===== src/rtl/voice_allocator_pkg.sv =====
// MIDI message types and voice-allocator shared types.
// Package VOICE holds allocator states, voice entries and candidate classes.
package MIDI;
    typedef enum logic [3:0] {
        NOTE_OFF         = 4'h8,
        NOTE_ON          = 4'h9,
        POLY_PRESSURE    = 4'hA,
        CONTROL_CHANGE   = 4'hB,
        PROGRAM_CHANGE   = 4'hC,
        CHANNEL_PRESSURE = 4'hD,
        PITCH_BEND       = 4'hE,
        SYSTEM           = 4'hF
    } message_type_t;

    typedef struct packed {
        message_type_t message_type;
        logic [6:0]    data_byte1;
        logic [6:0]    data_byte2;
    } message_t;
endpackage

package VOICE;
    typedef enum logic [1:0] {IDLE, SCAN, COMMIT} alloc_state_t;

    localparam int unsigned STAMP_W_MAX = 16;

    typedef struct packed {
        logic [6:0]             note;
        logic [6:0]             velocity;
        logic                   gate;
        logic                   sustained;
        logic [STAMP_W_MAX-1:0] stamp;
    } voice_entry_t;

    // Declaration order is priority order: lower value wins.
    typedef enum logic [2:0] {
        CAND_SAME, CAND_FREE, CAND_RELEASING, CAND_GATED, CAND_NONE
    } cand_class_t;

    typedef enum logic [2:0] {
        OP_NONE, OP_ON, OP_OFF, OP_PEDAL_DOWN, OP_PEDAL_UP
    } op_kind_t;

    localparam logic [6:0] SUSTAIN_CC = 7'd64;

    function automatic op_kind_t decode_op(input MIDI::message_t m, input bit sustain_en);
        decode_op = OP_NONE;
        case (m.message_type)
            MIDI::NOTE_ON:  decode_op = (m.data_byte2 == 7'd0) ? OP_OFF : OP_ON;
            MIDI::NOTE_OFF: decode_op = OP_OFF;
            MIDI::CONTROL_CHANGE:
                if (sustain_en && m.data_byte1 == SUSTAIN_CC)
                    decode_op = (m.data_byte2 >= 7'd64) ? OP_PEDAL_DOWN : OP_PEDAL_UP;
            default: decode_op = OP_NONE;
        endcase
    endfunction
endpackage


===== src/rtl/voice_allocator_candidate.sv =====
// Best-so-far versus current-voice comparison for the allocation scan.
module voice_candidate_compare
    import VOICE::*;
#(
    parameter int unsigned IDX_W = 3
) (
    input  cand_class_t                i_best_class,
    input  logic [IDX_W-1:0]           i_best_idx,
    input  logic [STAMP_W_MAX-1:0]     i_best_age,
    input  cand_class_t                i_cur_class,
    input  logic [IDX_W-1:0]           i_cur_idx,
    input  logic [STAMP_W_MAX-1:0]     i_cur_age,
    output cand_class_t                o_win_class,
    output logic [IDX_W-1:0]           o_win_idx,
    output logic [STAMP_W_MAX-1:0]     o_win_age
);
    logic w_cur_wins;

    always_comb begin
        w_cur_wins = 1'b0;
        if (i_cur_class < i_best_class)
            w_cur_wins = 1'b1;
        // Ascending scan: ties keep the earlier (lower-index) voice.
        else if (i_cur_class == i_best_class &&
                 (i_cur_class == CAND_RELEASING || i_cur_class == CAND_GATED) &&
                 i_cur_age > i_best_age)
            w_cur_wins = 1'b1;

        o_win_class = w_cur_wins ? i_cur_class : i_best_class;
        o_win_idx   = w_cur_wins ? i_cur_idx   : i_best_idx;
        o_win_age   = w_cur_wins ? i_cur_age   : i_best_age;
    end
endmodule


===== src/rtl/voice_allocator.sv =====
// Polyphonic voice scheduler: sequential one-voice-per-clock scan, then commit.
// Optional sustain pedal (CC64) when SUSTAIN_PEDAL_EN is defined.
module voice_allocator
    import VOICE::*;
#(
    parameter int unsigned NUM_VOICES = 8,
    parameter int unsigned STAMP_W    = 8
) (
    input  logic                    clock_50_000_000,
    input  logic                    reset_l,
    input  MIDI::message_t          message,
    input  logic                    message_ready,
    input  logic [NUM_VOICES-1:0]   voice_idle,
    output logic [NUM_VOICES*7-1:0] voice_note,
    output logic [NUM_VOICES*7-1:0] voice_velocity,
    output logic [NUM_VOICES-1:0]   voice_gate,
    output logic [NUM_VOICES-1:0]   voice_trigger,
    output logic                    busy,
    output logic [7:0]              drop_count
);
    localparam int unsigned IDX_W = $clog2(NUM_VOICES);
    localparam logic [STAMP_W_MAX-1:0] STAMP_MASK = STAMP_W_MAX'((1 << STAMP_W) - 1);
`ifdef SUSTAIN_PEDAL_EN
    localparam bit SUSTAIN_EN = 1'b1;
`else
    localparam bit SUSTAIN_EN = 1'b0;
`endif

    alloc_state_t r_state, w_state_next;
    voice_entry_t r_voice [NUM_VOICES];

    logic                   r_pend_valid;
    op_kind_t               r_pend_op, r_cur_op;
    logic [6:0]             r_pend_note, r_pend_vel, r_cur_note, r_cur_vel;
    logic [IDX_W-1:0]       r_scan_idx, r_best_idx;
    cand_class_t            r_best_class;
    logic [STAMP_W_MAX-1:0] r_best_age, r_stamp_now;
    logic [NUM_VOICES-1:0]  r_off_mask, r_trigger;
    logic                   r_pedal_down;
    logic [7:0]             r_drop_count;

    op_kind_t               w_in_op, w_src_op, w_start_op;
    logic                   w_in_valid, w_src_valid;
    logic [6:0]             w_src_note, w_src_vel, w_start_note, w_start_vel;
    logic                   w_launch_idle, w_pedal_idle, w_launch_commit, w_start;
    voice_entry_t           w_cur_voice;
    cand_class_t            w_cur_class, w_win_class;
    logic [STAMP_W_MAX-1:0] w_cur_age, w_win_age;
    logic [IDX_W-1:0]       w_win_idx;

    assign w_in_op     = message_ready ? decode_op(message, SUSTAIN_EN) : OP_NONE;
    assign w_in_valid  = (w_in_op != OP_NONE);
    // A held slot entry always goes ahead of a message arriving the same cycle.
    assign w_src_valid = r_pend_valid || w_in_valid;
    assign w_src_op    = r_pend_valid ? r_pend_op   : w_in_op;
    assign w_src_note  = r_pend_valid ? r_pend_note : message.data_byte1;
    assign w_src_vel   = r_pend_valid ? r_pend_vel  : message.data_byte2;

    assign w_launch_idle   = (r_state == IDLE) && w_src_valid &&
                             (w_src_op == OP_ON || w_src_op == OP_OFF);
    assign w_pedal_idle    = (r_state == IDLE) && w_src_valid &&
                             (w_src_op == OP_PEDAL_DOWN || w_src_op == OP_PEDAL_UP);
    assign w_launch_commit = (r_state == COMMIT) && r_pend_valid &&
                             (r_pend_op == OP_ON || r_pend_op == OP_OFF);
    assign w_start         = w_launch_idle || w_launch_commit;
    assign w_start_op      = w_launch_commit ? r_pend_op   : w_src_op;
    assign w_start_note    = w_launch_commit ? r_pend_note : w_src_note;
    assign w_start_vel     = w_launch_commit ? r_pend_vel  : w_src_vel;

    always_comb begin
        w_cur_voice = r_voice[r_scan_idx];
        w_cur_age   = (r_stamp_now - w_cur_voice.stamp) & STAMP_MASK;
        if ((w_cur_voice.gate || !voice_idle[r_scan_idx]) && w_cur_voice.note == r_cur_note)
            w_cur_class = CAND_SAME;
        else if (!w_cur_voice.gate && voice_idle[r_scan_idx])
            w_cur_class = CAND_FREE;
        else if (!w_cur_voice.gate)
            w_cur_class = CAND_RELEASING;
        else
            w_cur_class = CAND_GATED;
    end

    voice_candidate_compare #(.IDX_W(IDX_W)) u_compare (
        .i_best_class (r_best_class),
        .i_best_idx   (r_best_idx),
        .i_best_age   (r_best_age),
        .i_cur_class  (w_cur_class),
        .i_cur_idx    (r_scan_idx),
        .i_cur_age    (w_cur_age),
        .o_win_class  (w_win_class),
        .o_win_idx    (w_win_idx),
        .o_win_age    (w_win_age)
    );

    always_ff @(posedge clock_50_000_000 or negedge reset_l) begin
        if (!reset_l) r_state <= IDLE;
        else          r_state <= w_state_next;
    end

    always_comb begin
        w_state_next = r_state;
        unique case (r_state)
            IDLE:    if (w_launch_idle) w_state_next = SCAN;
            SCAN:    if (r_scan_idx == IDX_W'(NUM_VOICES - 1)) w_state_next = COMMIT;
            COMMIT:  w_state_next = w_launch_commit ? SCAN : IDLE;
            default: w_state_next = IDLE;
        endcase
    end

    always_ff @(posedge clock_50_000_000 or negedge reset_l) begin
        if (!reset_l) begin
            for (int unsigned i = 0; i < NUM_VOICES; i++) r_voice[i] <= '0;
            r_pend_valid <= 1'b0;
            r_pend_op    <= OP_NONE;
            r_pend_note  <= '0;
            r_pend_vel   <= '0;
            r_cur_op     <= OP_NONE;
            r_cur_note   <= '0;
            r_cur_vel    <= '0;
            r_scan_idx   <= '0;
            r_best_idx   <= '0;
            r_best_class <= CAND_NONE;
            r_best_age   <= '0;
            r_off_mask   <= '0;
            r_stamp_now  <= '0;
            r_pedal_down <= 1'b0;
            r_trigger    <= '0;
            r_drop_count <= '0;
        end else begin
            r_trigger <= '0;

            if (r_state == IDLE) begin
                if (r_pend_valid) begin
                    r_pend_valid <= w_in_valid;
                    r_pend_op    <= w_in_op;
                    r_pend_note  <= message.data_byte1;
                    r_pend_vel   <= message.data_byte2;
                end
            end else if (w_in_valid) begin
                if (r_pend_valid) begin
                    if (r_drop_count != 8'hFF) r_drop_count <= r_drop_count + 8'd1;
                end else begin
                    r_pend_valid <= 1'b1;
                    r_pend_op    <= w_in_op;
                    r_pend_note  <= message.data_byte1;
                    r_pend_vel   <= message.data_byte2;
                end
            end
            if (w_launch_commit) r_pend_valid <= 1'b0;

            if (w_start) begin
                r_cur_op     <= w_start_op;
                r_cur_note   <= w_start_note;
                r_cur_vel    <= w_start_vel;
                r_scan_idx   <= '0;
                r_best_idx   <= '0;
                r_best_class <= CAND_NONE;
                r_best_age   <= '0;
            end else if (r_state == SCAN) begin
                r_best_idx   <= w_win_idx;
                r_best_class <= w_win_class;
                r_best_age   <= w_win_age;
                r_off_mask[r_scan_idx] <= w_cur_voice.gate && (w_cur_voice.note == r_cur_note);
                r_scan_idx   <= r_scan_idx + 1'b1;
            end

            if (r_state == COMMIT) begin
                if (r_cur_op == OP_ON) begin
                    r_voice[r_best_idx].note      <= r_cur_note;
                    r_voice[r_best_idx].velocity  <= r_cur_vel;
                    r_voice[r_best_idx].gate      <= 1'b1;
                    r_voice[r_best_idx].sustained <= 1'b0;
                    r_voice[r_best_idx].stamp     <= r_stamp_now;
                    r_trigger[r_best_idx]         <= 1'b1;
                    r_stamp_now <= (r_stamp_now + 1'b1) & STAMP_MASK;
                end else begin
                    for (int unsigned i = 0; i < NUM_VOICES; i++) begin
                        if (r_off_mask[i]) begin
                            if (r_pedal_down) r_voice[i].sustained <= 1'b1;
                            else              r_voice[i].gate      <= 1'b0;
                        end
                    end
                end
            end

            if (w_pedal_idle) begin
                if (w_src_op == OP_PEDAL_DOWN) begin
                    r_pedal_down <= 1'b1;
                end else begin
                    r_pedal_down <= 1'b0;
                    for (int unsigned i = 0; i < NUM_VOICES; i++) begin
                        if (r_voice[i].sustained) begin
                            r_voice[i].gate      <= 1'b0;
                            r_voice[i].sustained <= 1'b0;
                        end
                    end
                end
            end
        end
    end

    always_comb begin
        voice_note     = '0;
        voice_velocity = '0;
        voice_gate     = '0;
        for (int unsigned i = 0; i < NUM_VOICES; i++) begin
            voice_note[7*i +: 7]     = r_voice[i].note;
            voice_velocity[7*i +: 7] = r_voice[i].velocity;
            voice_gate[i]            = r_voice[i].gate;
        end
    end

    assign voice_trigger = r_trigger;
    assign busy          = (r_state != IDLE);
    assign drop_count    = r_drop_count;
endmodule


===== config.mk =====
export PLATFORM = sky130hd
export DESIGN_NAME = voice_allocator
export DESIGN_NICKNAME = d
export VERILOG_FILES = /design/src/rtl/voice_allocator_pkg.sv /design/src/rtl/voice_allocator_candidate.sv /design/src/rtl/voice_allocator.sv
export SDC_FILE = /design/constraint.sdc
export NUM_CORES = 1
export LEC_CHECK = 0
export BUFFER_PORTS_ARGS = -buffer_cell sky130_fd_sc_hd__buf_2
export CORE_UTILIZATION = 30
export CTS_BUF_LIST = sky130_fd_sc_hd__clkbuf_8
export DETAILED_ROUTE_END_ITERATION = 10
export GPL_ROUTABILITY_DRIVEN = 0
export PLACE_DENSITY_LB_ADDON = 0.1
export SLEW_MARGIN = 10
export SYNTH_ARGS = -nofsm -noshare
export SYNTH_HDL_FRONTEND = slang
export SYNTH_SLANG_ARGS = --single-unit
export TNS_END_PERCENT = 30

===== constraint.sdc =====
create_clock -name clock_50_000_000 -period 6.5 [get_ports clock_50_000_000]
set_input_delay 0.65 -clock clock_50_000_000 [delete_from_list [all_inputs] [get_ports clock_50_000_000]]
set_output_delay 0.65 -clock clock_50_000_000 [all_outputs]
set_load 0.01 [all_outputs]

==> flow_metrics.env <==
export IMPL_status="finished clean"
export IMPL_clkTransAtPathRegs_ns=0.06
export IMPL_place_area_um2=13900
export IMPL_slew_violations=0
export IMPL_clock_latency_ns=0.62
export IMPL_p_total_mw=5.24
export IMPL_synth_seq_cells=279
export IMPL_maxSlewHeadroom=0.257
export IMPL_num_rows=77
export IMPL_stdcell_area_um2=15000
export IMPL_cts_resized_gates=0
export IMPL_final_util=0.340
export IMPL_finalCritPeriodShare=0.798
export IMPL_cts_sinks=279
export IMPL_cp_end_kind="flop"
export IMPL_finClkSkew_ns=0.0139
export IMPL_crit_required_ns=7.05
export IMPL_cts_max_level=2
export IMPL_grt_pass1_vias=9138
export IMPL_grt_max_degree=127
export IMPL_tightest_slew_ns=1.11
export IMPL_p_leak_nw=7.82
export IMPL_syn_nets=1273
export IMPL_die_height_um=214
export IMPL_cp_slowest_stage_delay_ns=0.89
export IMPL_grtUsageTotal=0.174
export IMPL_root_buffer="clkbuf_8"
export IMPL_start_util=0.304
export IMPL_hold_path_class="in -> async"
export IMPL_syn2layout_area_growth_pct=11.9
export IMPL_grt_pass1_wl_mm=58.6
export IMPL_synth_area_top_cells="dfrtp_1 (52%), mux2_2 (9.1%), nand2_1 (7.9%)"
export IMPL_start_kind="flop"
export IMPL_wl_per_cell_um=20.3
export IMPL_drive_gt1_frac=0.309
export IMPL_critical_path_top_delay_family="compound AO/OA/AOI/OAI gates"
export IMPL_layout_commonest_cell="nand2_1"
export IMPL_finalHoldViolations=0
export IMPL_core_um2=44200
export IMPL_async_flop_share=1.00
export IMPL_vias=8904
export IMPL_yosysWarningCount=0
export IMPL_overflow=0
export IMPL_cellPowerDensity_nw_per_um2=348
export IMPL_io_buffer_count=165
export IMPL_synth_top_area_frac=0.518
export IMPL_period_minus_slack_ns=5.19
export IMPL_synth_area_um2=13400
export IMPL_multi_input_area_um2=5110
export IMPL_path_class="reg -> reg"
export IMPL_die_area_um2=45600
export IMPL_avgSynthCellArea_um2=11.0
export IMPL_cp_num_buf_inv=1
export IMPL_rrSetupSlack_ns=1.31
export IMPL_ys_seq_area_frac=0.520
export IMPL_holdBufCountCts=0
export IMPL_synth_distinct_cells=54
export IMPL_dr_first_iter_drc_count=368
export IMPL_first_pass_iters=5
export IMPL_nets=1316
export IMPL_finalSetupTns_ns=0
export IMPL_fmax_ghz=0.193
export IMPL_drtAntennaViolNets=0
export IMPL_setup_viol=0
export IMPL_hpwl_mm=24.9
export IMPL_regArea_um2=6990
export IMPL_synth_top_cell_by_area="dfrtp_1"
export IMPL_slowest_stage="dfrtp_2"
export IMPL_crit_path_cell_trace="mux4_2 > mux2_2 > ha_1 > fa_1 > inv_1 > a21o_1 > a21oi_1 > o21bai_1 > a21oi_1 > xnor2_1 > ha_1 > a21o_1 > a21oi_1 > nand2b_1 > o21ai_0 > o21ai_0 > a31oi_2 > a2bb2o_1"
export IMPL_synth_ff_type="dfrtp_1"
export IMPL_rsz0062_at_grt="no"
export IMPL_crit_fanout=22
export IMPL_cts_setup_buffers=0
export IMPL_cts_tree="done"
export IMPL_crit_path_frequent_cell="a21oi_1"
export IMPL_syn_inst=1221
export IMPL_n_fill_cell=4461
export IMPL_cp_arrival_ns=5.74
export IMPL_finalWirelength_mm=38.5
export IMPL_route_detailed_drc=0
export IMPL_cts_made_buffers=53
export IMPL_viasPerCell=4.69
export IMPL_die_x_um=214
export IMPL_cap_violations=0
export IMPL_n_antenna_cell=0
export IMPL_vdd_ir_drop_worst_v=0.000168
export IMPL_synth_edf_count=0
export IMPL_grt_antenna_before_repair=2
export IMPL_layout_common_cells="nand2_1 (284), dfrtp_1 (276), buf_2 (164), mux2_2 (109), clkbuf_8 (66)"
export IMPL_cts_path_max_buffers=3
export IMPL_io_pins=166
[cells in the mapped netlist, drive strengths merged (5+ instances only)]
cell    instances
nor2b          11
ha             22
mux2          109
xor2           10
nor2           23
nand3          17
buf           145
nand2b          8
dfrtp         278
a21oi          21
mux4           28
inv            25
o21ai          46
nand2         284
a221oi          5
mux2i          33
xnor2          16
a21o            5
a22oi           6
and3            9
a32o            9
and2            6
o31ai           9
clkbuf         53
[power by group]
group	internal [mW]	total, mW	switching, mW	leakage [nW]
logic	0.517	1.14	0.620	3.40
clock network	0.989	1.76	0.773	0.641
registers	1.94	2.34	0.395	3.78
total	3.45	5.24	1.79	7.82
[registers in the layout (all words and copies together), names as in the netlist, 7 cells and up]
signal,flops
r_off_mask,8
r_best_age,8
voice_gate,8
r_cur_note,7
drop_count,8
r_voice,72
voice_trigger,8
r_stamp_now,8
voice_note,56
r_cur_vel,7
voice_velocity,56
r_pend_vel,7
r_pend_note,7
[logic make-up after synthesis]
group | Yosys count | synth area share
mux | 170 | 0.163
flops | 279 | 0.520
xor+xnor | 26 | 0.0170
fa+ha+maj | 23 | 0.0220
compound gates | 124 | 0.0607
buf+inv | 224 | 0.100
simple gates | 375 | 0.117
[per-layer routing]
layer  track usage  routed length, um  share of wire  vias up
met5             0                  8        0.00021        -
met4        0.0658               1020          0.026        2
met3        0.0305               1420          0.037       60
met2         0.273              18100           0.47      192
met1         0.239              18000           0.47     4527
li1              -                  -              -     4123
[path summary, 6_finish.rpt]
kind | from | cells past startpoint | end
setup / recovery | r_scan_idx[0]$_DFFE_PN0P_ | 18 | r_best_class[0]$_DFFE_PN0P_
hold / removal | reset_l | 1 | voice_trigger[2]$_DFF_PN0_
setup reg to reg | r_scan_idx[0]$_DFFE_PN0P_ | 18 | r_best_class[0]$_DFFE_PN0P_
hold reg to reg | r_voice[38]$_DFFE_PN0P_ | 2 | r_voice[38]$_DFFE_PN0P_
max in group asynchronous | reset_l | 2 | voice_note[38]$_DFFE_PN0P_
min in group clock_50_000_000 | message[9] | 2 | r_pend_note[2]$_DFFE_PN0P_
[metrics by stage]
step                setup WS [ns]  std cells  hold WS (ns)
finish                       1.31       1898       0.00401
global placement             1.37       1801         0.445
floorplan                    1.65       1221         0.354
global route                0.798       1898        0.0601
detailed placement           1.31       1801         0.457
CTS                          1.29       1898        0.0185
[final cells by class]
cell class / count / area share
sequential: 279 / 0.465
clock buffer: 66 / 0.0604
tap: 592 / 0.0493
multi-input combinational: 718 / 0.340
clock inverter: 31 / 0.0121
timing repair buffer: 186 / 0.0669
inverter: 26 / 0.00649
(Power assumes the default switching activity.)
